$ cat config.mk
export PLATFORM = sky130hd
export DESIGN_NAME = uart_tx_piso_flat
export DESIGN_NICKNAME = d
export VERILOG_FILES = /design/src/rtl/uart_tx_piso_if.sv /design/src/rtl/uart_tx_piso.sv /design/src/flat_wrapper.sv
export SDC_FILE = /design/constraint.sdc
export NUM_CORES = 1
export LEC_CHECK = 0
export BUFFER_PORTS_ARGS = -buffer_cell sky130_fd_sc_hd__buf_4
export CAP_MARGIN = 10
export CORE_MARGIN = 4
export CORE_UTILIZATION = 53
export CTS_CLUSTER_DIAMETER = 50
export DETAILED_ROUTE_END_ITERATION = 12
export GPL_TIMING_DRIVEN = 0
export HOLD_SLACK_MARGIN = 0.15
export PLACE_DENSITY = 0.74
export SKIP_LAST_GASP = 1
export SLEW_MARGIN = 20
export SYNTH_ARGS = -nofsm -noshare
export SYNTH_HDL_FRONTEND = slang
export SYNTH_SLANG_ARGS = --single-unit
$ cat constraint.sdc
create_clock -name clk -period 4 [get_ports clk]
set_clock_uncertainty 0.15 [all_clocks]
set_input_delay 0.8 -clock clk [delete_from_list [all_inputs] [get_ports clk]]
set_output_delay 0.8 -clock clk [all_outputs]
set_load 0.02 [all_outputs]
$ cat src/rtl/uart_tx_piso_if.sv
// Character-side handshake and serial line of the PISO transmitter.
// Master drives load/data_in; slave (the transmitter) drives tx_out/busy/done.
interface uart_tx_piso_if #(
   parameter int DATA_BITS = 8
);
   logic                 load;
   logic [DATA_BITS-1:0] data_in;
   logic                 tx_out;
   logic                 busy;
   logic                 done;

   modport master (
      output load, data_in,
      input  tx_out, busy, done
   );

   modport slave (
      input  load, data_in,
      output tx_out, busy, done
   );
endinterface

$ cat src/rtl/uart_tx_piso.sv
// Serial transmitter: start bit, DATA_BITS data LSB first, stop bit; each bit CLKS_PER_BIT clocks.
// Define UART_TX_PARITY_EN to insert an even-parity bit between data and stop.
//
// state    | meaning
// ---------+-----------------------------------------------
// S_IDLE   | line high, waiting for load
// S_START  | driving start bit (0)
// S_DATA   | driving r_shift[0], shifting right per bit
// S_PARITY | driving even parity of latched character
// S_STOP   | driving stop bit (1); done pulses on exit
module uart_tx_piso #(
   parameter int CLKS_PER_BIT = 16,
   parameter int DATA_BITS    = 8
) (
   input logic            clk,
   input logic            reset,
   uart_tx_piso_if.slave  bus
);

   localparam int SW = (CLKS_PER_BIT > 1) ? $clog2(CLKS_PER_BIT) : 1;
   localparam int BW = (DATA_BITS > 1) ? $clog2(DATA_BITS) : 1;
   localparam logic [SW-1:0] SAMPLE_LAST = SW'(CLKS_PER_BIT - 1);
   localparam logic [BW-1:0] BIT_LAST    = BW'(DATA_BITS - 1);

`ifdef UART_TX_PARITY_EN
   typedef enum logic [2:0] {S_IDLE, S_START, S_DATA, S_PARITY, S_STOP} state_t;
`else
   typedef enum logic [2:0] {S_IDLE, S_START, S_DATA, S_STOP} state_t;
`endif

   state_t               r_state;
   logic [SW-1:0]        r_sample;
   logic [BW-1:0]        r_bit;
   logic [DATA_BITS-1:0] r_shift;
   logic                 r_tx_out;
   logic                 r_busy;
   logic                 r_done;
`ifdef UART_TX_PARITY_EN
   logic                 r_parity;
`endif

   logic                 w_bit_end;
   logic [DATA_BITS-1:0] w_shift_nxt;

   assign w_bit_end   = (r_sample == SAMPLE_LAST);
   assign w_shift_nxt = {1'b0, r_shift[DATA_BITS-1:1]};

   always_ff @(posedge clk) begin
      if (reset) begin
         r_state  <= S_IDLE;
         r_sample <= '0;
         r_bit    <= '0;
         r_shift  <= '0;
         r_tx_out <= 1'b1;
         r_busy   <= 1'b0;
         r_done   <= 1'b0;
`ifdef UART_TX_PARITY_EN
         r_parity <= 1'b0;
`endif
      end else begin
         r_done <= 1'b0;
         if (r_state == S_IDLE)
            r_sample <= '0;
         else
            r_sample <= w_bit_end ? '0 : r_sample + SW'(1);

         case (r_state)
            S_IDLE: begin
               if (bus.load) begin
                  r_shift  <= bus.data_in;
`ifdef UART_TX_PARITY_EN
                  r_parity <= ^bus.data_in;
`endif
                  r_state  <= S_START;
                  r_tx_out <= 1'b0;
                  r_busy   <= 1'b1;
               end
            end
            S_START: begin
               if (w_bit_end) begin
                  r_bit    <= '0;
                  r_state  <= S_DATA;
                  r_tx_out <= r_shift[0];
               end
            end
            S_DATA: begin
               if (w_bit_end) begin
                  if (r_bit == BIT_LAST) begin
`ifdef UART_TX_PARITY_EN
                     r_state  <= S_PARITY;
                     r_tx_out <= r_parity;
`else
                     r_state  <= S_STOP;
                     r_tx_out <= 1'b1;
`endif
                  end else begin
                     r_bit    <= r_bit + BW'(1);
                     r_shift  <= w_shift_nxt;
                     r_tx_out <= w_shift_nxt[0];
                  end
               end
            end
`ifdef UART_TX_PARITY_EN
            S_PARITY: begin
               if (w_bit_end) begin
                  r_state  <= S_STOP;
                  r_tx_out <= 1'b1;
               end
            end
`endif
            S_STOP: begin
               if (w_bit_end) begin
                  r_state  <= S_IDLE;
                  r_tx_out <= 1'b1;
                  r_busy   <= 1'b0;
                  r_done   <= 1'b1;
               end
            end
            default: begin
               r_state  <= S_IDLE;
               r_tx_out <= 1'b1;
               r_busy   <= 1'b0;
            end
         endcase
      end
   end

   assign bus.tx_out = r_tx_out;
   assign bus.busy   = r_busy;
   assign bus.done   = r_done;

endmodule

$ cat src/flat_wrapper.sv
// flat-port wrapper written by rule: the top's interface ports become plain ports
module uart_tx_piso_flat 
#(
   parameter int CLKS_PER_BIT = 16,
   parameter int DATA_BITS    = 8
)
  (clk, reset, bus_load, bus_data_in, bus_tx_out, bus_busy, bus_done);
  uart_tx_piso_if #(.DATA_BITS(DATA_BITS)) bus_i ();
  input logic clk;
  input logic reset;
  input wire logic [$bits(bus_i.load)-1:0] bus_load;
  input wire logic [$bits(bus_i.data_in)-1:0] bus_data_in;
  output wire logic [$bits(bus_i.tx_out)-1:0] bus_tx_out;
  output wire logic [$bits(bus_i.busy)-1:0] bus_busy;
  output wire logic [$bits(bus_i.done)-1:0] bus_done;
  assign bus_i.load = bus_load;
  assign bus_i.data_in = bus_data_in;
  assign bus_tx_out = bus_i.tx_out;
  assign bus_busy = bus_i.busy;
  assign bus_done = bus_i.done;
  uart_tx_piso #(.CLKS_PER_BIT(CLKS_PER_BIT), .DATA_BITS(DATA_BITS)) u_core (.clk(clk), .reset(reset), .bus(bus_i));
endmodule
# Word level (Yosys, flattened, before mapping)
# Cells that the tools add are included.
# word_totals
inputBits	11
out_inout_bits	3
elab_cells	56
reg_bits	21
# op_classes
eq_ne	11
n_bitwise	2
add_sub_neg	2
n_mux	23
n_reduce_logical	11
# op_table
op	count
8-bit 2-to-1 mux	3
3-bit 2-to-1 mux	7
8-bit one-hot mux with 2 select lines	1
3-bit one-hot mux with 4 select lines	1
4-bit AND reduction	3
1-bit 2-to-1 mux	8
2-bit by 1-bit inequality test with 1-bit output (second input constant)	4
3-bit by 2-bit equality test with 1-bit output (second input constant)	2
3-bit one-hot mux with 2 select lines	1
5-bit AND reduction	1
4-bit by 1-bit adder with 4-bit output (second input constant)	1
4-bit equality test (second input constant)	1
2-bit inequality test (second input constant)	2
1-bit one-hot mux with 4 select lines	1
2-bit nonzero test	2
2-bit OR reduction	2
3-bit by 1-bit adder with 3-bit output (second input constant)	1
3-bit by 1-bit equality test with 1-bit output (second input constant)	1
3-bit equality test (second input constant)	1
3-bit zero test	1
1-bit one-hot mux with 3 select lines	1
3-bit AND reduction	1
3-bit OR reduction	1
1-bit NOT	2

# Longest topological paths before layout
# Gate-level depths: netlist of run 1.
# depth
ltp_word	4
ltp_mapped	7
ltp_nobuf	5

# Least setup slack after synthesis of run 1
# OpenSTA, ideal clock, no wires.
# synth_timing
kind	input -> register
from	input bus_load
to	register u_core.r_shift[0]
slack_ns	2.275
arrival_ns	1.503
path_buffers	0
cell_stages	3
setup_ns	0.072
required_ns	3.778
cell_sequence	nand2b_1 a31oi_4 mux2i_1
# synth_via
elab_chain_len	2
# synth_lines
element	line	source
from (decl)	flat_wrapper.sv:11	input wire logic [$bits(bus_i.load)-1:0] bus_load;
2-bit inequality test (no source line)	-	
4-bit AND reduction (no source line)	-	
to (signal assigned)	uart_tx_piso.sv:70	r_shift <= bus.data_in;
to (signal assigned)	uart_tx_piso.sv:98	r_shift <= w_shift_nxt;
to (decl)	uart_tx_piso.sv:34	logic [DATA_BITS-1:0] r_shift;
# Every way passes these cells.
# A chain may end at the register's enable or synchronous reset.

# Worst setup path after layout of run 1
# layout_timing
from	register u_core.r_state[0]
to	register u_core.r_shift[3]
# layout_via
elab_chain_len	3
elab_cells_between_ends	8
cone_classes	eq/ne: 4; mux: 1; reduce/logical: 3
# layout_lines
element	line	source
from (decl)	uart_tx_piso.sv:31	state_t r_state;
from (signal assigned)	uart_tx_piso.sv:50	r_state <= S_IDLE;
from (signal assigned)	uart_tx_piso.sv:74	r_state <= S_START;
from (signal assigned)	uart_tx_piso.sv:82	r_state <= S_DATA;
3-bit by 2-bit equality test with 1-bit output or 3-bit zero test (tied branches)	uart_tx_piso.sv:67	case (r_state)
2-bit inequality test (no source line) (tied with other cells)	-	
4-bit AND reduction (no source line)	-	
# Several ways; a longest one is shown, not always the timed one.

==> results of run 1 <==
-- cell type report --
cell class	count	area [sq um]	area share
sequential	20	400.4	0.3065
buffer	5	31.28	0.02395
multi-input combinational	92	691.9	0.5297
tap	27	33.78	0.02586
timing repair buffer	13	97.59	0.07471
clock buffer	4	36.28	0.02778
inverter	4	15.01	0.01149
-- placed cells by master (no fill, tap or decap), drive strengths merged, types with 3 or more instances in the layout --
| cell type | n |
|---|---|
| a21oi | 6 |
| and3 | 3 |
| buf | 18 |
| clkbuf | 4 |
| dfxtp | 20 |
| ha | 9 |
| inv | 4 |
| mux2 | 7 |
| mux2i | 8 |
| nand2 | 17 |
| nand2b | 3 |
| nand4 | 3 |
| nor2 | 6 |
| o31ai | 4 |
-- worst paths after layout --
| path | from | endpoint |
|---|---|---|
| setup / recovery | u_core.r_state[0] | u_core.r_shift[3] |
| hold / removal | u_core.r_sample[0] | u_core.r_sample[0] |
| setup reg to reg | u_core.r_state[0] | u_core.r_shift[3] |
| hold reg to reg | u_core.r_sample[0] | u_core.r_sample[0] |
-- kinds of logic (layout without fill, tap and decap cells) --
family                   count (synthesis)  count (layout)  synth area share
flip-flops                              20              20            0.3516
AND/OR/NAND/NOR                         43              43            0.1978
adder cells (fa/ha/maj)                  9               9           0.09890
buffers and inverters                    9              26           0.04066
multiplexers                            15              15            0.1396
AO/OA/AOI/OAI                           23              23            0.1561
XOR/XNOR                                 2               2           0.01539
-- metrics by stage --
step	instance area, sq um	hold WS [ns]	total power [mW]	worst slack, ns
after floorplan	1139	0.2675	0.5654	2.275
after global placement	1270	0.2792	0.6346	2.045
after detailed placement	1270	0.2885	0.6475	1.970
after CTS	1306	0.3070	0.7667	2.085
after global routing	1306	0.3282	0.8173	1.997
final	1306	0.3067	0.7612	2.089
-- flip-flops by register name, summed over array words and instances (netlist names) --
register / flops
u_core.bus.done: 1
u_core.bus.tx_out: 1
u_core.r_bit: 3
u_core.r_sample: 4
u_core.r_state: 2
u_core.bus.busy: 1
u_core.r_shift: 8
-- synthesized netlist by cell type, types with 4 or more instances --
cell     count
nor2_1       6
o31ai_1      4
nand2_1     17
buf_2        4
inv_1        4
a21oi_1      6
dfxtp_1     20
ha_1         9
mux2_2       7
mux2i_1      8
-- layer usage --
layer / track usage / up-vias
li1: - / 475
met1: 0.2202 / 443
met2: 0.2869 / 16
met3: 0.03542 / 5
met4: 0.08714 / 0
met5: 0 / -
-- power by group through the flow --
stage | Combinational (mW) | Sequential (mW) | Clock [mW]
CTS | 0.362 | 0.282 | 0.123
global placement | 0.350 | 0.284 | 0
floorplan | 0.275 | 0.290 | 0
finish | 0.359 | 0.283 | 0.120
detailed placement | 0.360 | 0.287 | 0
global route | 0.399 | 0.288 | 0.130
==> flow_summary.ini, run 1 <==
[cts]
numCtsBuffers = 3
h-tree-depth = 1
cts_tree = built
cts_sinks = 20
cts_resized = 0
clock_latency_ns = 0.31
cts_hold_buf = 0
path_clk_slew_ns = 0.12
clockBufferDepth = 2
cts_root_buf = clkbuf_4
cts_setup_buffers = 0

[layout]
drive_gt1_frac = 0.2319
nets = 159
syn2layout_area_growth_pct = 14.73
instances_no_fill = 165
utilization = 0.6525
diodes = 0
nFillCells = 174

[power]
comb_power_share = 0.471
power.switching_uw = 282.5
p_int_uw = 478.7
seqPwrFrac = 0.371
sw_frac_of_total = 0.3711
p_clk_frac = 0.158
irDropWorstVdd_uv = 343.1
p_per_area_mw_per_mm2 = 582.8
power.leakage_nw = 0.5907

[drt]
wirelength_mm = 2.203
via_per_inst = 5.691
drc = 0
wl_met2_mm = 1.059
wl_met1_mm = 1.012
ant_nets = 0
vias = 939
dr.max_layer_used = met4
drt-pass1-iter-count = 4
routed-wl-met3_um = 91
wl_per_cell_um = 13.35
first_iter_violations = 13

[min_path]
min_path_type = reg2reg
hold_depth = 1

[synth]
syn_inst = 121
synth_area_leaders = dfxtp_1 35%, ha_1 9.9%, mux2i_1 7.0%
ys_seq_area_frac = 0.3516
synth_ff_type = dfxtp_1
synth_cell_types = 34
synth_fp_nets = 141
synth-warning-count = 0
synthArstFlopShare = 0
syn_area_per_cell_sq_um = 9.410
synth-edff-count = 0
yosysTopAreaCellShare = 0.3516
synth_area_leader_cell = dfxtp_1
synth_seq_cells = 20
netlist_area_sq_mm = 0.001139

[sta]
rsz0062_at_grt = no
fin_crit_ns = 1.911
tns_ns = 0
slew_headroom = 0.7569
fin_crit_sh = 0.4777
finalSetupViolCount = 0
final_hold_viol_count = 0
final_max_slew_viol_count = 0
tightest_slew_ns = 0.3554
fmax_mhz = 523.3

[placement]
dp_cells = 161
io_buffers = 13
place.gp.congestion = 0.7903
dpl.hpwl_mm = 1.675

[worst_setup_path]
path_max_fanout = 8
path_buf_inv = 1
cpLargestDelayFamily = flip-flops
r2r_cells = 5
crit_slowest_cell = dfxtp_1
setup.worst_path.class = reg2reg
path_depth = 5
crit_required_ns = 4.09
critPathLaunchType = flop
worstPathCellList = inv_1 -> ha_1 -> and3b_4 -> a31oi_4 -> mux2i_1
crit_path_end_kind = flop
cp.arrival_ns = 2.00
reg2reg_slack_ns = 2.09
critical-path-max-stage-delay_ns = 0.45

[global_route]
grt_pass1_vias = 906
grt_remaining_overflow = 0
grt_max_degree = 12
antenna_found_initial = 0
grt_pass1_wl_mm = 3.774
track_usage = 0.1765

[status]
status = completed

[floorplan]
start_util = 0.5688
die_h_um = 54.35
dieArea_sq_mm = 0.002954
row_count = 16
coreArea_sq_mm = 0.002002
die_w_um = 54.35
pin_count = 14

[run]
cap_violations = 0
Note: power is estimated with default switching activity, not from simulation.
==> run 2, diff against run 1 <==
Clock period 4 ns to 1.9 ns, I/O delays scaled along.
==> run 2 against run 1 <==
Effect of this change: fmax rose by 5.9%; count of clock-buffer cells in the layout did not move; sequential power rose by 110%; largest power group unchanged; critical endpoint is now u_core.bus.tx_out; register-to-register slack got worse by 2.0 ns; cell area rose by 1.7%; utilization rose by 1.1 points; first-iteration DRC count rose by 77%; die area did not move; global-route usage fell by 0.057 points; total power rose by 120%; clock power rose by 110%.
==> flow_summary.ini, run 2 (synthesis gave the netlist of run 1 again) <==
[power]
power.leakage_nw = 0.6009
irDropWorstVdd_uv = 805.1
p_int_mw = 1.051
p_clk_frac = 0.153
sw_frac_of_total = 0.3653
comb_power_share = 0.487
power.switching_uw = 604.8
p_per_area_mw_per_mm2 = 1246
seqPwrFrac = 0.360

[sta]
fin_crit_ns = 1.805
final_hold_viol_count = 0
fin_crit_sh = 0.9499
tns_ns = 0
setup_ws_ns = 0.09514
tightest_slew_ns = 0.3503
fmax_mhz = 554.1
finalSetupViolCount = 0
rsz0062_at_grt = no
final_max_slew_viol_count = 0
slew_headroom = 0.7604

[min_path]
min_from = bus_data_in[7]
whs_endpoint = u_core.r_shift[7]
min_path_type = in2reg
hold_depth = 3

[floorplan]
die_w_um = 54.35
coreArea_sq_mm = 0.002002
die_h_um = 54.35
start_util = 0.5688
row_count = 16
pin_count = 14
dieArea_sq_mm = 0.002954

[placement]
dp_cells = 161
io_buffers = 13
place.gp.congestion = 0.7903
pre_cts_ws_ns = 0.01050
dpl.hpwl_mm = 1.675

[cts]
cts_sinks = 20
cts_root_buf = clkbuf_4
h-tree-depth = 1
cts_tree = built
clock_latency_ns = 0.31
path_clk_slew_ns = 0.12
clockBufferDepth = 2
numCtsBuffers = 3

[layout]
nFillCells = 170
regMostFlops = u_core.r_shift
reg_top3 = u_core.r_shift: 8 flops, u_core.r_sample: 4 flops, u_core.r_bit: 3 flops
layout_common_cells = 19 x dfxtp_1, 17 x nand2_1, 13 x buf_4, 9 x ha_1, 8 x mux2i_1
multi_input_area_sq_um = 693.2
diodes = 0
largest_reg_flops = 8
instances_no_fill = 166
layout_commonest_cell = dfxtp_1
syn2layout_area_growth_pct = 16.70
nets = 160
seq_area_sq_um = 401.6
utilization = 0.6638
drive_gt1_frac = 0.2446

[drt]
wirelength_mm = 2.221
vias = 941
first_iter_violations = 23
drt-pass1-iter-count = 4
wl_per_cell_um = 13.38
via_per_inst = 5.669
ant_nets = 0
drc = 0

[global_route]
track_usage = 0.1759
grt_max_degree = 12
grt_pass1_wl_mm = 3.760
grt_pass1_vias = 895
antenna_found_initial = 0
grt_remaining_overflow = 0

[worst_setup_path]
r2r-end = u_core.bus.tx_out
crit_slowest_cell = dfxtp_2
worstPathCellList = inv_1 -> ha_1 -> buf_6 -> buf_2 -> o21a_1 -> a2111oi_0 -> mux2i_1
r2r_cells = 7
reg2reg_slack_ns = 0.1
path_max_fanout = 10
crit_required_ns = 1.95
setup.worst_path.class = reg2reg
critical-path-max-stage-delay_ns = 0.40
setup.worst_path.start = u_core.r_state[0]
r2r-start = u_core.r_state[0]
cp.arrival_ns = 1.85
critPathLaunchType = flop
crit_path_end_kind = flop

[run]
cap_violations = 0

[status]
status = completed
-- run 2: cell count changes in the layout (fill, tap and decap cells not counted) --
cell	delta
a2111oi_0	-1
a2111oi_1	+1
buf_12	+1
dfxtp_1	-1
dfxtp_2	+1
-- run 2: routing by layer --
layer  routed length (um)  up-vias  GRT usage  share of wire
li1                     -      475          -              -
met1                  985      442     0.2185           0.44
met2                 1081       19     0.2869           0.49
met3                  114        5    0.03542          0.051
met4                   40        0    0.08714          0.018
met5                    0        -          0              0
-- run 2: worst max path at each step --
stage / end / depth (start not counted)
final: u_core.bus.tx_out / 7
after floorplan: u_core.bus.tx_out / 7
after CTS: u_core.bus.tx_out / 7
after global placement: u_core.bus.tx_out / 7
after global routing: u_core.r_state[1] / 5
after detailed placement: u_core.r_shift[3] / 5
-- run 2: critical path, delay by kind of cell (launching register included) --
kind                       cells  cell delay [ns]
adders and majority gates      1             0.22
buffers and inverters          3             0.41
AOI/OAI and AO/OA              2             0.40
DFF                            1             0.40
muxes                          1             0.11
-- run 2: cell type report --
cell class | count | area share
sequential | 20 | 0.3023
inverter | 4 | 0.01130
tap | 27 | 0.02542
buffer | 5 | 0.02354
clock buffer | 4 | 0.02731
multi-input combinational | 92 | 0.5217
timing repair buffer | 14 | 0.08851
-- run 2: power groups by stage --
stage | logic, mW | registers (mW) | clock network (mW)
finish | 0.806 | 0.596 | 0.253
global route | 0.894 | 0.609 | 0.273
CTS | 0.810 | 0.595 | 0.258
detailed placement | 0.759 | 0.604 | 0
global placement | 0.737 | 0.599 | 0
floorplan | 0.579 | 0.611 | 0
-- run 2: what timing repair did --
item                       4_1_cts  5_1_grt
hold endpoints to repair         0        0
setup endpoints to repair        1       10
buffers inserted                 1        0
gates resized for setup          0        2
hold buffers                     0        0
-- run 2: stage by stage --
step	instance area (sq um)	hold slack (ns)	total power [mW]
after floorplan	1139	0.2675	1.190
after global routing	1329	0.1594	1.776
final	1329	0.1734	1.656
after CTS	1326	0.1712	1.662
after global placement	1270	0.2792	1.336
after detailed placement	1270	0.2885	1.363
==> run 3, diff against run 2 <==
Settings changed: ABC_AREA set to 1.
==> run 3 against run 2 <==
Effect of this change: largest power group unchanged; global-route usage increased by 0.33 points; fmax increased by 6.4%; first-iteration DRC count decreased by 48%; largest cell class unchanged; cell area decreased by 0.56%.
==> flow_summary.ini, run 3 <==
[status]
status = completed

[cts]
cts_sinks = 20
path_clk_slew_ns = 0.11
clockBufferDepth = 2
cts_tree = built
h-tree-depth = 1
clock_latency_ns = 0.30
numCtsBuffers = 3
cts_root_buf = clkbuf_4

[synth]
yosysTopAreaCellShare = 0.3471
synth_ff_type = dfxtp_1
synth-edff-count = 0
netlist_top_cells_count = 47 x nand2_1, 30 x nor2_1, 24 x inv_1
synth_seq_cells = 20
netlist_area_sq_mm = 0.001154
ys_seq_area_frac = 0.3471
syn_inst = 171
yosysMostFrequentCell = nand2_1
synth_area_leaders = dfxtp_1 35%, nand2_1 15%, ha_1 9.8%
synth_fp_nets = 191
synth_area_leader_cell = dfxtp_1
synth-warning-count = 0
syn_area_per_cell_sq_um = 6.746
synth_cell_types = 18
synthArstFlopShare = 0

[worst_setup_path]
reg2reg_slack_ns = 0.20
r2r-start = u_core.r_state[0]
setup.worst_path.class = reg2reg
path_common_cell = nor2_1
critical-path-max-stage-delay_ns = 0.39
critPathLaunchType = flop
crit_slowest_cell = dfxtp_2
cp.arrival_ns = 1.75
crit_path_end_kind = flop
worstPathCellList = inv_1 -> ha_1 -> inv_2 -> nand2_1 -> nand2_2 -> nand3_4 -> buf_6 -> nor2_1 -> nor2_1
crit_required_ns = 1.95
r2r_cells = 9
path_max_fanout = 10
r2r-end = u_core.r_shift[4]

[layout]
final_design_area_no_fill_sq_mm = 0.001321
layout_common_cells = 46 x nand2_1, 30 x nor2_1, 24 x inv_1, 19 x dfxtp_1, 13 x buf_4
diodes = 0
seq_area_sq_um = 401.6
drive_gt1_frac = 0.1755
reg_top3 = u_core.r_shift: 8 flops, u_core.r_sample: 4 flops, u_core.r_bit: 3 flops
multi_input_area_sq_um = 626.9
nFillCells = 196
instances_no_fill = 215
syn2layout_area_growth_pct = 14.53
regMostFlops = u_core.r_shift
largest_reg_flops = 8
nets = 210
layout_commonest_cell = nand2_1

[global_route]
grt_max_degree = 11
grt_pass1_vias = 933
antenna_found_initial = 0
grt_remaining_overflow = 0
grt_pass1_wl_mm = 3.884
track_usage = 0.1792

[floorplan]
row_count = 16
start_util = 0.5705
pin_count = 14
dieArea_sq_mm = 0.002987
die_h_um = 54.66
die_w_um = 54.66
coreArea_sq_mm = 0.002022

[power]
irDropWorstVdd_uv = 888.7
power.leakage_nw = 0.6934
p_per_area_mw_per_mm2 = 1254

[sta]
tns_ns = 0
final_hold_viol_count = 0
finalSetupViolCount = 0
rsz0062_at_grt = no
tightest_slew_ns = 0.2635
fmax_mhz = 589.5
slew_headroom = 0.8232
final_max_slew_viol_count = 0
fin_crit_ns = 1.696
fin_crit_sh = 0.8928

[drt]
drt-pass1-iter-count = 4
via_per_inst = 4.744
wl_per_cell_um = 10.10
first_iter_violations = 12
drc = 0
ant_nets = 0
vias = 1020
wirelength_mm = 2.171

[run]
cap_violations = 0

[placement]
place.gp.congestion = 0.8050
dpl.hpwl_mm = 1.678
dp_cells = 211
io_buffers = 13
dpl_cell_area_sq_mm = 0.001285

[min_path]
min_path_type = in2reg
whs_endpoint = u_core.r_shift[0]
hold_depth = 5
min_from = bus_data_in[0]
## run 3: cell types whose count changed in the layout (fill, tap and decap cells not counted), sizes merged, moves of 3 or more
cell,change
nand2,+36
buf,-3
o31ai,-4
o21ai,+6
mux2,-7
mux2i,-8
and3,-3
nand3,+8
inv,+21
nor2,+24
nand2b,-3
## run 3: per-layer routing
metal / global-route usage / routed length, um / up-vias
met2: 0.2756 / 969 / 17
met4: 0.09544 / 33 / 0
met1: 0.2397 / 1086 / 443
met5: 0 / 0 / -
li1: - / - / 556
met3: 0.02452 / 82 / 4
## run 3: worst max-delay path by stage
stage                                  from                end  slack [ns]  cells after the start
after floorplan           u_core.r_state[0]  u_core.r_state[0]        0.31                      8
after global placement    u_core.r_state[0]  u_core.r_state[0]        0.13                      8
after detailed placement  u_core.r_state[0]  u_core.r_state[0]        0.05                      8
after CTS                 u_core.r_state[0]  u_core.r_state[0]        0.05                      8
after global routing      u_core.r_state[0]  u_core.r_shift[4]        0.05                      9
final                     u_core.r_state[0]  u_core.r_shift[4]        0.20                      9
## run 3: final cells by class
cell class | instances | area share
multi-input combinational | 122 | 0.4744
buffer | 4 | 0.02652
clock buffer | 3 | 0.01705
inverter | 25 | 0.07102
timing repair buffer | 14 | 0.08144
sequential | 20 | 0.3040
tap | 27 | 0.02557
## run 3: critical path, delay by kind of cell, from the launching register on
kind,cells,cell delay (ns)
AND/OR/NAND/NOR,5,0.45
flip-flops,1,0.39
buffers and inverters,3,0.38
adder cells (fa/ha/maj),1,0.23
## run 3: timing repair
| action | in CTS | in global routing |
|---|---|---|
| hold buffers | 1 | 0 |
| endpoints found under the hold margin | 2 | 0 |
| setup buffers | 0 | 0 |
| resized for setup | 0 | 3 |
| setup endpoints to repair | 0 | 5 |
## run 3: kinds of logic after synthesis
logic type      count (synthesis)  share of synthesized area
compound gates                 16                    0.07158
xor+xnor                        1                   0.007594
fa+ha+maj                       9                    0.09762
buf+inv                        29                     0.1117
flops                          20                     0.3471
simple gates                   96                     0.3644
## run 3: through the flow
stage	setup WS, ns	utilization	hold WS [ns]	power [mW]
6_report	0.2036	0.6535	0.2370	1.657
5_1_grt	0.05325	0.6535	0.2423	1.833
4_1_cts	0.04551	0.6516	0.2247	1.662
3_5_place_dp	0.05052	0.6355	0.2905	1.456
3_3_place_gp	0.1347	0.6355	0.2821	1.428
2_1_floorplan	0.3122	-	0.2676	1.273
## run 3: power by group
part	internal, mW	switching [mW]	leakage, nW
combinational	0.338	0.541	0.515
sequential	0.526	0.0541	0.165
clock	0.0739	0.123	0.0138
total	0.938	0.718	0.693
